### src/rtl/loom_lfsr.sv
// Galois LFSR: shifts right, XORing TAPS in when the bit shifted out is set.
module loom_lfsr #(
  parameter int               WIDTH = 16,
  parameter logic [WIDTH-1:0] TAPS  = 16'hB400,
  parameter logic [WIDTH-1:0] SEED  = 16'hACE1
) (
  input  logic             clk_i,
  input  logic             rst_ni,
  input  logic             step_i,
  output logic [WIDTH-1:0] value_o
);

  logic [WIDTH-1:0] lfsr_q, lfsr_d;

  always_comb begin
    lfsr_d = lfsr_q;
    if (step_i) lfsr_d = (lfsr_q >> 1) ^ (lfsr_q[0] ? TAPS : '0);
  end

  always_ff @(posedge clk_i or negedge rst_ni) begin
    if (!rst_ni) lfsr_q <= SEED;
    else         lfsr_q <= lfsr_d;
  end

  assign value_o = lfsr_q;

endmodule

### config.mk
export PLATFORM = sky130hd
export DESIGN_NAME = loom_lfsr
export DESIGN_NICKNAME = d
export VERILOG_FILES = /design/src/rtl/loom_lfsr.sv
export SDC_FILE = /design/constraint.sdc
export NUM_CORES = 1
export LEC_CHECK = 0
export ABC_AREA = 0
export CAP_MARGIN = 10
export CORE_UTILIZATION = 46
export CTS_BUF_LIST = sky130_fd_sc_hd__clkbuf_4 sky130_fd_sc_hd__clkbuf_8
export CTS_CLUSTER_DIAMETER = 80
export CTS_CLUSTER_SIZE = 30
export DETAILED_ROUTE_END_ITERATION = 7
export GPL_TIMING_DRIVEN = 0
export HOLD_SLACK_MARGIN = 0.15
export PLACE_DENSITY = 0.78
export SLEW_MARGIN = 20
export SYNTH_ARGS = -nofsm -noshare
export SYNTH_HDL_FRONTEND = slang
export SYNTH_SLANG_ARGS = --single-unit
### constraint.sdc
create_clock -name clk_i -period 2.2 [get_ports clk_i]
set_input_delay 0.44 -clock clk_i [delete_from_list [all_inputs] [get_ports clk_i]]
set_output_delay 0.44 -clock clk_i [all_outputs]
set_load 0.02 [all_outputs]
==> flow_metrics.tcl <==
set metrics [dict create \
    wl_per_cell_um 12.7 \
    worstMarginPinSlew_ps 708 \
    arrival_ps 1510 \
    hold_buffers 0 \
    power_density_nw_per_um2 1730 \
    seq_area_frac_synth_pct 62.6 \
    final_layout_size_suffix_gt1_share_pct 44.3 \
    slowest_stage "clkdlybuf4s50_1" \
    design_area_sq_um 881 \
    yosysTopAreaCell "dfstp_2" \
    endpoint_kind "output port" \
    cts_buffers 3 \
    root_buffer "clkbuf_4" \
    path_cells "clkdlybuf4s50_1" \
    grt_util_met3_pct 5.11 \
    ys.warnings.count 0 \
    p_switching_uw 518 \
    clkTransAtPathRegs_ps 100 \
    rows 13 \
    switching_share_pct 34.1 \
    cts.sink_count 16 \
    vias_per_cell 5.00 \
    synth_area_sq_um 656 \
    fin_crit_sh_pct 88.7 \
    ant_nets 0 \
    dr.pass1.iters 1 \
    synth.net_count 43 \
    reg2reg_to "value_o[12]" \
    fillCellCount 97 \
    rsz0062_at_grt "no" \
    p_clk_share_pct 12.7 \
    drt_iter0_drc 0 \
    synth_top_area_share_pct 32.1 \
    critPathBufInv 1 \
    die_height_um 39.8 \
    ff2ff_path_depth 2 \
    combPwrFrac_pct 46.7 \
    grt_usage_pct 15.6 \
    antenna_found_initial 0 \
    hp-start "step_i" \
    top_usage_layer "met1" \
    p_int_uw 1000 \
    gr-total-overflow 0 \
    rrSetupSlack_ps 1280 \
    area_growth_pct 34.4 \
    dp.cells 72 \
    setup_viol 0 \
    ios 19 \
    crit_family "buffers and inverters" \
    num_vias 380 \
    start_util_pct 49.8 \
    cts_setup_buffers 0 \
    fmax_ghz 0.513 \
    power_frac_seq_pct 40.6 \
    cp-start-kind "flip-flop" \
    cts_tree "built" \
    worstPathRequired_ps 1760 \
    drt_drc_violations_left 0 \
    rr_startpoint "value_o[0]" \
    vdd_ir_drop_max_uv 858 \
    hold_violations 0 \
    whs_path_depth 2 \
    n_antenna_cell 0 \
    slew_headroom_pct 52.6 \
    holdPathEnd "value_o[14]" \
    fp.coreArea_sq_um 1320 \
    finalMaxSlewViolations 0 \
    nets 65 \
    clk_path_buf_depth 2 \
    outcome "completed" \
    largest_reg_flops 16 \
    maxCapViolCount 0 \
    ctsResizeCount 0 \
    die_w_um 39.8 \
    finalNonFillerCells 76 \
    skew_ps 2.81 \
    path_max_fanout 6 \
    yosys-top-cells-area "dfstp_2 32%, dfrtp_1 31%, mux2_2 15%" \
    htreeDepth 1 \
    fin_crit_ps 1950 \
    critPathKind "flip-flop to output port" \
    ys_seq_elements 16 \
    numPortBuffers 17 \
    p_leak_uw 0.000360 \
    drt_wl_total_um 966 \
    place_congestion 0.584 \
    worst_path_largest_cell_delay_ps 620 \
    total_power_uw 1520 \
    use_met2_pct 20.5 \
    synth_cell_type_count 9 \
    placed_area_sq_um 845 \
    gr-usage-met1_pct 22.3 \
    min_path_type "input pin to flip-flop" \
    grt_pass1_vias 345 \
    tns_ps 0 \
    syn_area_per_cell_sq_um 16.4 \
    design.die.area_sq_um 1580 \
    grt_pass1_wl_um 1550 \
    clk_latency_ps 280 \
    postSynthCellCount 40 \
    grt_max_degree 17 \
]
## through the flow
step / setup slack (ps) / util [%] / hold WS (ps)
final: 249 / 66.9 / 471
after global routing: 203 / 66.9 / 450
after CTS: 230 / 66.9 / 467
after detailed placement: 553 / 64.1 / 510
after global placement: 560 / 64.1 / 490
after floorplan: 1100 / - / 144
## metal layers
metal  vias up  wire, um
met3         2        36
li1        177         -
met1       190       477
met5         -         0
met2        11       444
met4         0         7
## cells in the final DEF (no fill, tap or decap)
master and count:
nor2_1 3, buf_6 1, mux2_2 9, xnor2_1 3
dfrtp_1 8, clkdlybuf4s50_1 17, buf_12 1, clkbuf_8 1
a21oi_1 3, clkbuf_4 3, mux2_4 4, dfstp_2 8
## final cells by class
cell class / count / area, sq um / area share [%]
sequential: 16 / 410 / 46.6
buffer: 2 / 31.3 / 3.55
tap: 15 / 18.8 / 2.13
timing repair buffer: 17 / 170 / 19.3
multi-input combinational: 22 / 214 / 24.3
clock buffer: 4 / 36.3 / 4.12
## kinds of logic (layout without fill, tap and decap cells)
logic type,count (synthesis),in the layout,share of synthesized area (%)
DFF,16,16,62.6
xor gates and xnor gates,3,3,4.01
buffers and inverters,2,23,4.77
muxes,13,13,24.6
and+or+nand+nor,3,3,1.72
AOI/OAI and AO/OA,3,3,2.29
## power by group through the flow
| stage | clock, uW | combinational (uW) | sequential [uW] |
|---|---|---|---|
| floorplan | 0 | 211 | 796 |
| global placement | 0 | 706 | 622 |
| detailed placement | 0 | 716 | 624 |
| CTS | 200 | 718 | 621 |
| global route | 219 | 751 | 644 |
| finish | 194 | 711 | 617 |
## worst max path at each step
stage / depth (start not counted) / startpoint / endpoint / slack (ps)
2_1_floorplan: 3 / step_i / value_o[8] / 1100
3_3_place_gp: 1 / value_o[0] / value_o[0] / 560
3_5_place_dp: 1 / value_o[0] / value_o[0] / 550
4_1_cts: 1 / value_o[0] / value_o[0] / 230
5_1_grt: 1 / value_o[0] / value_o[0] / 200
6_report: 1 / value_o[0] / value_o[0] / 250
## cell usage after synthesis
| master | n |
|---|---|
| dfrtp_1 | 8 |
| buf_12 | 1 |
| nor2_1 | 3 |
| xnor2_1 | 3 |
| mux2_4 | 4 |
| dfstp_2 | 8 |
| buf_6 | 1 |
| a21oi_1 | 3 |
| mux2_2 | 9 |
Note: power is estimated with default switching activity, not from simulation.
